**config.mk**
```make
export PLATFORM = sky130hd
export DESIGN_NAME = z80_io_channel_controller
export DESIGN_NICKNAME = d
export VERILOG_FILES = /design/src/rtl/z80_bus_pkg.sv /design/src/rtl/z80_wait_counter.sv /design/src/rtl/z80_io_channel_controller.sv
export SDC_FILE = /design/constraint.sdc
export NUM_CORES = 1
export LEC_CHECK = 0
export CAP_MARGIN = 30
export CORE_ASPECT_RATIO = 1.25
export CORE_MARGIN = 2
export CORE_UTILIZATION = 58
export CTS_CLUSTER_DIAMETER = 120
export DETAILED_ROUTE_END_ITERATION = 6
export GPL_TIMING_DRIVEN = 0
export MAX_ROUTING_LAYER = met4
export PLACE_DENSITY = 0.83
export SYNTH_ARGS = -nofsm -noshare
export SYNTH_HDL_FRONTEND = slang
export SYNTH_SLANG_ARGS = --single-unit
```
**constraint.sdc**
```tcl
create_clock -name i_clk -period 4.8 [get_ports i_clk]
set_input_delay 0.48 -clock i_clk [delete_from_list [all_inputs] [get_ports i_clk]]
set_output_delay 0.48 -clock i_clk [all_outputs]
set_load 0.01 [all_outputs]
```
**src/rtl/z80_bus_pkg.sv**
```systemverilog
// Shared constants and types for the Z80 I/O channel controller:
// config register offsets, config window code and wait FSM states.
package z80_bus_pkg;

  localparam logic [2:0] CFG_WINDOW = 3'b110;

  localparam logic [3:0] OFF_MASK  = 4'h8;
  localparam logic [3:0] OFF_PEND  = 4'h9;
  localparam logic [3:0] OFF_VBASE = 4'hA;

  // Vector low bits returned when an acknowledge finds nothing pending.
  localparam logic [7:0] VEC_NONE = 8'h0E;

  typedef enum logic [1:0] {
    ST_IDLE,
    ST_COUNT,
    ST_HOLD
  } wait_state_e;

endpackage

```
**src/rtl/z80_wait_counter.sv**
```systemverilog
// Wait-state down-counter: loads a count, decrements on request and
// flags the last wait cycle (count == 1).
module z80_wait_counter #(
  parameter int W = 3
) (
  input  logic         i_clk,
  input  logic         i_reset_n,
  input  logic         i_load,
  input  logic [W-1:0] i_load_val,
  input  logic         i_dec,
  output logic         o_done
);

  logic [W-1:0] count;

  // NOTE: sequential state is assigned with <= so every flop samples
  // pre-edge values regardless of statement order.
  always_ff @(posedge i_clk) begin
    if (!i_reset_n) begin
      count <= '0;
    end else if (i_load) begin
      count <= i_load_val;
    end else if (i_dec && count != '0) begin
      count <= count - 1'b1;
    end
  end

  assign o_done = (count == W'(1));

endmodule

```
**src/rtl/z80_io_channel_controller.sv**
```systemverilog
// Z80 I/O channel controller: per-channel IORQ decode, programmable wait
// states, config registers and an IM2 interrupt controller.
module z80_io_channel_controller
  import z80_bus_pkg::*;
#(
  parameter int NUM_CH     = 4,
  parameter int WAIT_W     = 3,
  parameter int WAIT_RESET = 2
) (
  input  logic              i_clk,
  input  logic              i_reset_n,
  input  logic [7:0]        i_addr,
  input  logic              i_iorq_n,
  input  logic              i_m1_n,
  input  logic              i_rd_n,
  input  logic              i_wr_n,
  input  logic [7:0]        i_data,
  output logic [7:0]        o_data,
  output logic              o_data_en,
  input  logic [NUM_CH-1:0] i_irq,
  output logic [NUM_CH-1:0] o_iorq_n,
  output logic              o_wait_n,
  output logic              o_int_n
);

  logic io_cyc, ack_cyc, cfg_sel, rd_act, wr_act, wr_act_q, wr_pulse;
  logic [3:0] off;
  logic unused_addr;

  assign io_cyc      = ~i_iorq_n & i_m1_n;
  assign ack_cyc     = ~i_iorq_n & ~i_m1_n;
  assign cfg_sel     = (i_addr[7:5] == CFG_WINDOW);
  assign off         = i_addr[3:0];
  assign rd_act      = io_cyc & ~i_rd_n & cfg_sel;
  assign wr_act      = io_cyc & ~i_wr_n & cfg_sel;
  assign wr_pulse    = wr_act & ~wr_act_q;
  assign unused_addr = i_addr[4];

  // Config and interrupt state
  logic [WAIT_W-1:0] wait_cfg [NUM_CH];
  logic [WAIT_W-1:0] wait_d   [NUM_CH];
  logic [NUM_CH-1:0] mask, mask_d, pend, pend_d, pend_clr, irq_q, req;
  logic [7:0]        vbase, vbase_d;
  logic              ack_lat, ack_hit, req_any;
  logic [2:0]        ack_idx, req_idx;

  // Lowest-index pending and enabled channel.
  always_comb begin
    req     = pend & mask;
    req_any = |req;
    req_idx = '0;
    for (int k = NUM_CH - 1; k >= 0; k--) begin
      if (req[k]) req_idx = 3'(k);
    end
  end

  // NOTE: every always_comb output gets a default first so no path can
  // leave it unassigned and infer a latch.
  always_comb begin
    wait_d   = wait_cfg;
    mask_d   = mask;
    vbase_d  = vbase;
    pend_clr = '0;
    if (wr_pulse) begin
      for (int k = 0; k < NUM_CH; k++) begin
        if (off == 4'(k)) wait_d[k] = i_data[WAIT_W-1:0];
      end
      if (off == OFF_MASK)  mask_d   = i_data[NUM_CH-1:0];
      if (off == OFF_PEND)  pend_clr = i_data[NUM_CH-1:0];
      if (off == OFF_VBASE) vbase_d  = i_data;
    end
    // Acknowledge completes when IORQ returns high.
    if (ack_lat && i_iorq_n && ack_hit) begin
      for (int k = 0; k < NUM_CH; k++) begin
        if (ack_idx == 3'(k)) pend_clr[k] = 1'b1;
      end
    end
    // A new request edge overrides a clear of the same bit.
    pend_d = (pend & ~pend_clr) | (i_irq & ~irq_q);
  end

  // NOTE: the WAIT table is a handful of flops, not a RAM, so it is
  // reset like any other register.
  always_ff @(posedge i_clk) begin
    if (!i_reset_n) begin
      for (int k = 0; k < NUM_CH; k++) wait_cfg[k] <= WAIT_W'(WAIT_RESET);
      mask     <= '0;
      pend     <= '0;
      vbase    <= '0;
      irq_q    <= '0;
      wr_act_q <= 1'b0;
      o_int_n  <= 1'b1;
      ack_lat  <= 1'b0;
      ack_hit  <= 1'b0;
      ack_idx  <= '0;
    end else begin
      wait_cfg <= wait_d;
      mask     <= mask_d;
      pend     <= pend_d;
      vbase    <= vbase_d;
      irq_q    <= i_irq;
      wr_act_q <= wr_act;
      o_int_n  <= ~|(pend_d & mask_d);
      if (ack_cyc && !ack_lat) begin
        ack_lat <= 1'b1;
        ack_hit <= req_any;
        ack_idx <= req_idx;
      end else if (ack_lat && i_iorq_n) begin
        ack_lat <= 1'b0;
        ack_hit <= 1'b0;
        ack_idx <= '0;
      end
    end
  end

  // Channel strobes and wait-count selection
  logic              ch_hit;
  logic [WAIT_W-1:0] sel_wait;

  always_comb begin
    ch_hit   = 1'b0;
    sel_wait = '0;
    for (int k = 0; k < NUM_CH; k++) begin
      o_iorq_n[k] = ~(io_cyc && i_addr[7:5] == 3'(k));
      if (i_addr[7:5] == 3'(k)) begin
        ch_hit   = 1'b1;
        sel_wait = wait_cfg[k];
      end
    end
  end

  // Wait FSM
  wait_state_e state, state_d;
  logic        cnt_load, cnt_dec, cnt_done;

  always_comb begin
    state_d  = state;
    cnt_load = 1'b0;
    cnt_dec  = 1'b0;
    case (state)
      ST_IDLE: begin
        if (io_cyc && ch_hit) begin
          if (sel_wait != '0) begin
            cnt_load = 1'b1;
            state_d  = ST_COUNT;
          end else begin
            state_d  = ST_HOLD;
          end
        end
      end
      ST_COUNT: begin
        cnt_dec = 1'b1;
        if (cnt_done) state_d = ST_HOLD;
      end
      ST_HOLD: begin
        if (i_iorq_n) state_d = ST_IDLE;
      end
      default: state_d = ST_IDLE;
    endcase
  end

  always_ff @(posedge i_clk) begin
    if (!i_reset_n) begin
      state    <= ST_IDLE;
      o_wait_n <= 1'b1;
    end else begin
      state    <= state_d;
      o_wait_n <= (state_d != ST_COUNT);
    end
  end

  z80_wait_counter #(.W(WAIT_W)) u_wait_counter (
    .i_clk      (i_clk),
    .i_reset_n  (i_reset_n),
    .i_load     (cnt_load),
    .i_load_val (sel_wait),
    .i_dec      (cnt_dec),
    .o_done     (cnt_done)
  );

  // Data bus: config read-back or IM2 vector
  logic [7:0] vec;

  always_comb begin
    if (ack_lat) vec = ack_hit ? (vbase | {4'b0, ack_idx, 1'b0}) : (vbase | VEC_NONE);
    else         vec = req_any ? (vbase | {4'b0, req_idx, 1'b0}) : (vbase | VEC_NONE);
  end

  always_comb begin
    o_data    = '0;
    o_data_en = i_reset_n & (rd_act | ack_cyc);
    if (ack_cyc) begin
      o_data = vec;
    end else if (rd_act) begin
      for (int k = 0; k < NUM_CH; k++) begin
        if (off == 4'(k)) o_data = 8'(wait_cfg[k]);
      end
      if (off == OFF_MASK)  o_data = 8'(mask);
      if (off == OFF_PEND)  o_data = 8'(pend);
      if (off == OFF_VBASE) o_data = vbase;
    end
  end

endmodule

```
==> flow_summary_export.csv, run 1 <==
group,metric,value,unit
sta,rsz0062_at_grt,"false",
worst_setup_path,worstPathCellList,"clkdlybuf4s50_1 -> and4bb_2 -> nand3b_1 -> a2111oi_1 -> o21ai_0 -> nand3_1 -> clkdlybuf4s50_1",
worst_setup_path,end_kind,"primary output",
cells_and_area,fin_nets,354,
cells_and_area,area_delta_synth_final,20.6,%
run,cap_violations,0,
clock_network,postCtsSetupRepairBufs,0,
global_route,grt_usage,0.279,
synth,synth.distinct_cells,56,
clock_network,root_buffer,"clkbuf_8",
synth,synth_area,2540,sq um
clock_network,cts_resized,0,
die,rows,26,
routing,wirelength,6370,um
global_route,grt_pass1_wl,10500,um
clock_network,cts_made_buffers,5,
global_route,grt.overflow.total,0,
synth,synth_nets,311,
routing,vias,2291,
synth,synth_largest_area_cell,"dfxtp_1",
worst_setup_path,crit_buf_inv,2,
clock_network,cts.sinks,44,
clock_network,clock_path_buffers,2,
clock_network,cts-hold-fix-buffers,0,
synth,async_flop_share,0,
synth,synth_area_per_cell,9.02,sq um
clock_network,insertion_delay,0.30,ns
worst_setup_path,cp-start-kind,"input port",
sta,fin_crit_sh,0.769,
synth,synth_top_cell_area_share,0.346,
sta,fin_setup_tns,0,ns
sta,fin_skew,0.00562,ns
routing,drtIter0Drc,190,
cells_and_area,seq_area,881,sq um
sta,hold_violations,0,
synth,ys_seq_area_frac,0.346,
clock_network,path_clk_slew,0.09,ns
die,die_area,4930,sq um
synth,postSynthCellCount,282,
clock_network,cts_tree,"done",
pwr,power_density,235,nW/um^2
cells_and_area,diodes,0,
sta,timing.fmax,0.271,GHz
outcome,status,"complete, no violations",
worst_setup_path,slowest_delay,0.74,ns
routing,vias_per_cell,6.00,
routing,drtPass1Iterations,5,
sta,fin_crit,3.69,ns
pwr,leakage,1.24,nW
sta,setup_ws,1.11,ns
worst_setup_path,crit_fanout,7,
sta,slew_viol_final,0,
worst_setup_path,crit_arrival,3.21,ns
synth,ys.flop_type,"dfxtp_1",
routing,final_antenna_net_count,0,
sta,worst_pin_slew,0.741,ns
worst_setup_path,crit_type,"input port to primary output",
die,coreArea,4160,sq um
die,die_h,78.0,um
synth,synth.area.top_cells,"dfxtp_1 (35%), mux2i_1 (11%), nor2b_1 (7.6%)",
synth,synth_edf_count,0,
worst_setup_path,crit_top_cell,"clkdlybuf4s50_1",
cells_and_area,multi_input_area,1520,sq um
worst_setup_path,crit_path_top_delay_cell,"a2111oi_1",
worst_setup_path,cp.required,4.32,ns
clock_network,htreeDepth,2,
global_route,antenna_found_initial,0,
die,pin_count,41,
place,place_ws,1.35,ns
synth,synth_seq_cells,44,
cells_and_area,drive_above_1_share,0.0890,
worst_setup_path,critical-path-top-delay-family,"buffers and inverters",
routing,wl_per_cell,16.7,um
cells_and_area,nFillCells,352,
pwr,vdd_drop_max,0.231,mV
place,dpl.hpwl,4660,um
sta,setup_viol,0,
sta,relSlewSlack,0.505,
global_route,grt_max_degree,14,
global_route,grt_pass1_vias,2151,
die,initial_core_util,0.611,
die,fp.dieW,63.2,um
place,gp_congestion,0.903,
worst_hold_path,hold_path_class,"flop to flop",
place,io_buffers,36,
synth,ys_warn_count,0,
routing,drc_errors,0,
==> path summary, 6_finish.rpt <==
path | endpoint | cells after the start | slack [ns] | start
max | o_data[1] | 7 | 1.11 | i_m1_n
min | vbase[6] | 2 | 0.52 | vbase[6]
max reg2reg | wait_cfg[2] | 6 | 2.97 | wr_act_q
min reg2reg | vbase[6] | 2 | 0.52 | vbase[6]
==> final cells by class <==
class | count | area share
sequential | 44 | 0.287
tap | 56 | 0.0228
inverter | 12 | 0.0147
clock inverter | 1 | 0.00245
multi-input combinational | 211 | 0.496
timing repair buffer | 36 | 0.118
buffer | 15 | 0.0314
clock buffer | 7 | 0.0282
==> synth_stat cells, types with 6 or more instances <==
| library cell | number |
|---|---|
| mux2i_1 | 27 |
| nor2_1 | 15 |
| nor3_1 | 11 |
| inv_1 | 12 |
| and2_1 | 11 |
| nor2b_1 | 31 |
| o21ai_0 | 8 |
| nand4_1 | 8 |
| dfxtp_1 | 44 |
| a21oi_1 | 6 |
| clkbuf_1 | 7 |
| nand2_1 | 17 |
==> placed cells by master, fill, tap and decap left out, types with 3 or more instances in the layout <==
master           synthesis  layout
nor3_1                  11      11
dfxtp_1                 44      44
nor2_1                  15      15
or3_1                    4       4
clkdlybuf4s50_1          0      36
nor3b_1                  4       4
nor2b_1                 31      31
a22oi_1                  4       4
clkbuf_8                 1       7
nand3_1                  3       3
ha_1                     3       3
inv_1                   12      12
buf_2                    3       3
mux2i_1                 27      27
o21a_1                   3       3
and2_1                  11      11
o21ai_0                  8       8
a32oi_1                  4       4
mux4_2                   4       4
o22ai_1                  3       3
a21oi_1                  6       6
nand4_1                  8       8
nand2b_1                 4       4
nand2_1                 17      17
a211oi_1                 4       4
clkbuf_1                 7       8
==> kinds of logic (layout without fill, tap and decap cells) <==
logic type	after synthesis	after routing	share of synthesized area
compound gates	50	50	0.139
fa+ha+maj	3	3	0.0148
buf+inv	27	71	0.0556
flops	44	44	0.346
mux	32	32	0.146
simple gates	126	126	0.298
==> power by group <==
part           internal (mW)  switching [mW]  total (mW)
logic                 0.0468          0.0488      0.0955
clock network          0.117           0.131       0.248
registers              0.371         0.00563       0.377
==> flip-flops by register name (all words and copies together) (netlist names), 2 cells and up <==
| name | flops |
|---|---|
| mask | 4 |
| irq_q | 4 |
| vbase | 8 |
| state | 2 |
| wait_cfg | 12 |
| ack_idx | 2 |
| u_wait_counter.count | 3 |
| pend | 4 |
==> routing by layer <==
metal  vias to the layer above  track usage  part of all wire
li1                       1105            -                 -
met1                      1079        0.348              0.43
met2                        93        0.450              0.49
met3                        14       0.0487             0.061
met4                         0        0.115             0.019
met5                         -            -                 0
==> stage by stage <==
| stage | cell area [sq um] | util | power (mW) | std cells | hold slack [ns] |
|---|---|---|---|---|---|
| finish | 3070 | 0.736 | 0.720 | 382 | 0.520 |
| global route | 3070 | 0.736 | 0.748 | 382 | 0.545 |
| CTS | 3070 | 0.736 | 0.721 | 382 | 0.526 |
| detailed placement | 2970 | 0.714 | 0.479 | 374 | 0.508 |
| global placement | 2970 | 0.714 | 0.478 | 374 | 0.487 |
| floorplan | 2540 | - | 0.436 | 282 | 0.463 |
==> worst min-delay path: cells and delay by family, from the launching register on <==
| family | cells | cell delay (ns) |
|---|---|---|
| simple gates | 1 | 0.09 |
| mux | 1 | 0.07 |
| flops | 1 | 0.33 |
Note: power is estimated with default switching activity, not from simulation.
==> run 2, diff against run 1 <==
--- a/config.mk
+++ b/config.mk
@@ -8,12 +8,12 @@
 export CAP_MARGIN = 30
 export CORE_ASPECT_RATIO = 1.25
 export CORE_MARGIN = 2
-export CORE_UTILIZATION = 58
+export CORE_UTILIZATION = 53
 export CTS_CLUSTER_DIAMETER = 120
 export DETAILED_ROUTE_END_ITERATION = 6
 export GPL_TIMING_DRIVEN = 0
 export MAX_ROUTING_LAYER = met4
-export PLACE_DENSITY = 0.83
+export PLACE_DENSITY = 0.76
 export SYNTH_ARGS = -nofsm -noshare
 export SYNTH_HDL_FRONTEND = slang
 export SYNTH_SLANG_ARGS = --single-unit
==> constraint.sdc (replaced) <==
create_clock -name i_clk -period 3.4 [get_ports i_clk]
set_input_delay 0.34 -clock i_clk [delete_from_list [all_inputs] [get_ports i_clk]]
set_output_delay 0.34 -clock i_clk [all_outputs]
set_load 0.01 [all_outputs]
==> flow_summary_export.csv, run 2 (same netlist as run 1, synthesis figures left out) <==
group,metric,value,unit
outcome,status,"complete, no violations",
sta,slew_viol_final,0,
clock_network,cts-hold-fix-buffers,0,
routing,wl_met2,3270,um
worst_hold_path,hold_start,"vbase[7]",
routing,drtPass1Iterations,4,
die,initial_core_util,0.542,
routing,drt-met1-wl,2690,um
clock_network,cts_resized,0,
worst_setup_path,cp-start-kind,"input port",
sta,fin_skew,0.00439,ns
clock_network,insertion_delay,0.30,ns
worst_setup_path,crit_path_top_delay_cell,"clkdlybuf4s50_1",
sta,worst_pin_slew,0.509,ns
worst_setup_path,cp.required,3.06,ns
pwr,power_density,331,nW/um^2
worst_setup_path,reg2reg_to,"wait_cfg[1]",
worst_hold_path,hold_path_class,"flop to flop",
worst_hold_path,holdPathStages,2,
clock_network,cts_tree,"done",
cells_and_area,drive_above_1_share,0.0892,
die,rows,28,
routing,final_antenna_net_count,0,
worst_setup_path,crit_top_cell,"clkdlybuf4s50_1",
cells_and_area,max_flop_register,"wait_cfg",
global_route,antenna_found_initial,0,
routing,topRoutingLayerUsed,"met4",
global_route,grt_pass1_wl,10000,um
die,die_h,81.4,um
worst_setup_path,r2r_slack,1.63,ns
run,cap_violations,0,
clock_network,cts.sinks,44,
worst_hold_path,holdPathEnd,"vbase[7]",
routing,drtIter0Drc,133,
die,die_area,5370,sq um
worst_setup_path,crit_arrival,2.87,ns
worst_setup_path,worstPathCellList,"clkdlybuf4s50_1 -> clkbuf_1 -> nor2b_1 -> nand2_1 -> o22ai_1 -> a221o_1 -> clkdlybuf4s50_1",
routing,wl_met3,203,um
clock_network,clock_path_buffers,2,
pwr,vdd_drop_max,0.216,mV
worst_setup_path,slowest_delay,0.57,ns
global_route,grt_max_degree,13,
global_route,grt.overflow.total,0,
die,fp.dieW,66.0,um
sta,timing.fmax,0.312,GHz
sta,fin_crit_sh,0.944,
cells_and_area,fin_nets,354,
routing,vias,2243,
cells_and_area,diodes,0,
cells_and_area,area_delta_synth_final,20.9,%
pwr,leakage,1.24,nW
cells_and_area,mostFrequentLayoutCells,"dfxtp_1 (44), clkdlybuf4s50_1 (36), nor2b_1 (31)",
routing,wirelength,6290,um
place,io_buffers,36,
routing,drc_errors,0,
die,coreArea,4690,sq um
worst_setup_path,end_kind,"primary output",
pwr,power,1.02,mW
worst_setup_path,reg2reg_depth,6,
cells_and_area,final_common_cell,"dfxtp_1",
cells_and_area,largest_reg_flops,12,
sta,fin_crit,3.21,ns
place,dpl.hpwl,4700,um
clock_network,postCtsSetupRepairBufs,0,
place,dpl.cell_count,378,
clock_network,cts_made_buffers,5,
global_route,grt_usage,0.259,
place,gp_congestion,0.906,
cells_and_area,instances_no_fill,385,
routing,vias_per_cell,5.83,
worst_setup_path,crit_fanout,10,
worst_setup_path,crit_type,"input port to primary output",
sta,hold_violations,0,
clock_network,root_buffer,"clkbuf_8",
sta,fin_setup_tns,0,ns
cells_and_area,top_regs,"wait_cfg: 12 flops, vbase: 8 flops",
sta,setup_viol,0,
sta,rsz0062_at_grt,"false",
global_route,grt_pass1_vias,2063,
worst_setup_path,r2r-start,"wr_act_q",
clock_network,htreeDepth,2,
clock_network,path_clk_slew,0.08,ns
sta,relSlewSlack,0.660,
routing,wl_per_cell,16.3,um
die,pin_count,41,
run 2: changes by cell type in the layout (fill, tap and decap cells not counted):
cell	delta
clkbuf_8	+1
clkinvlp_4	-1
clkbuf_1	-1
run 2: critical path: cells and delay by family:
family / cells / cell delay [ns]
simple gates: 2 / 0.41
buf+inv: 3 / 1.50
compound gates: 2 / 0.62
run 2: worst max-delay path by stage:
stage	depth (start not counted)	start	slack, ns	end
finish	7	i_addr[1]	0.19	o_data[0]
global placement	7	i_m1_n	0.19	o_data[1]
floorplan	6	i_addr[6]	1.39	o_data[1]
detailed placement	7	i_addr[1]	0.19	o_data[0]
CTS	7	i_addr[1]	0.19	o_data[0]
global route	7	i_m1_n	0.04	o_data[1]
run 2: power by group:
| group | leakage [nW] | total (mW) | internal (mW) | switching, mW |
|---|---|---|---|---|
| Sequential | 0.357 | 0.532 | 0.524 | 0.00773 |
| Combinational | 0.836 | 0.134 | 0.0661 | 0.0681 |
| Clock | 0.0503 | 0.350 | 0.181 | 0.169 |
run 2: area by class of cell:
| class | instances | area (sq um) |
|---|---|---|
| clock buffers | 7 | 96.3 |
| well taps | 60 | 75.1 |
| plain buffers | 15 | 96.3 |
| inverters | 12 | 45.0 |
| fillers | 402 | 1620 |
| flip-flops and latches | 44 | 881 |
| multi-input cells | 211 | 1520 |
| repair buffers | 36 | 360 |
run 2: layer usage:
| metal | up-vias | GRT usage |
|---|---|---|
| met5 | - | - |
| met4 | 0 | 0.0878 |
| met3 | 9 | 0.0452 |
| met2 | 51 | 0.446 |
| met1 | 1073 | 0.305 |
| li1 | 1110 | - |
run 2: per-stage QoR:
step / area [sq um] / setup WS (ns) / util / hold slack (ns)
after floorplan: 2540 / 1.39 / - / 0.416
after global routing: 3070 / 0.0390 / 0.655 / 0.537
after global placement: 2980 / 0.192 / 0.634 / 0.489
final: 3070 / 0.192 / 0.655 / 0.515
after detailed placement: 2980 / 0.192 / 0.634 / 0.501
after CTS: 3070 / 0.194 / 0.655 / 0.519
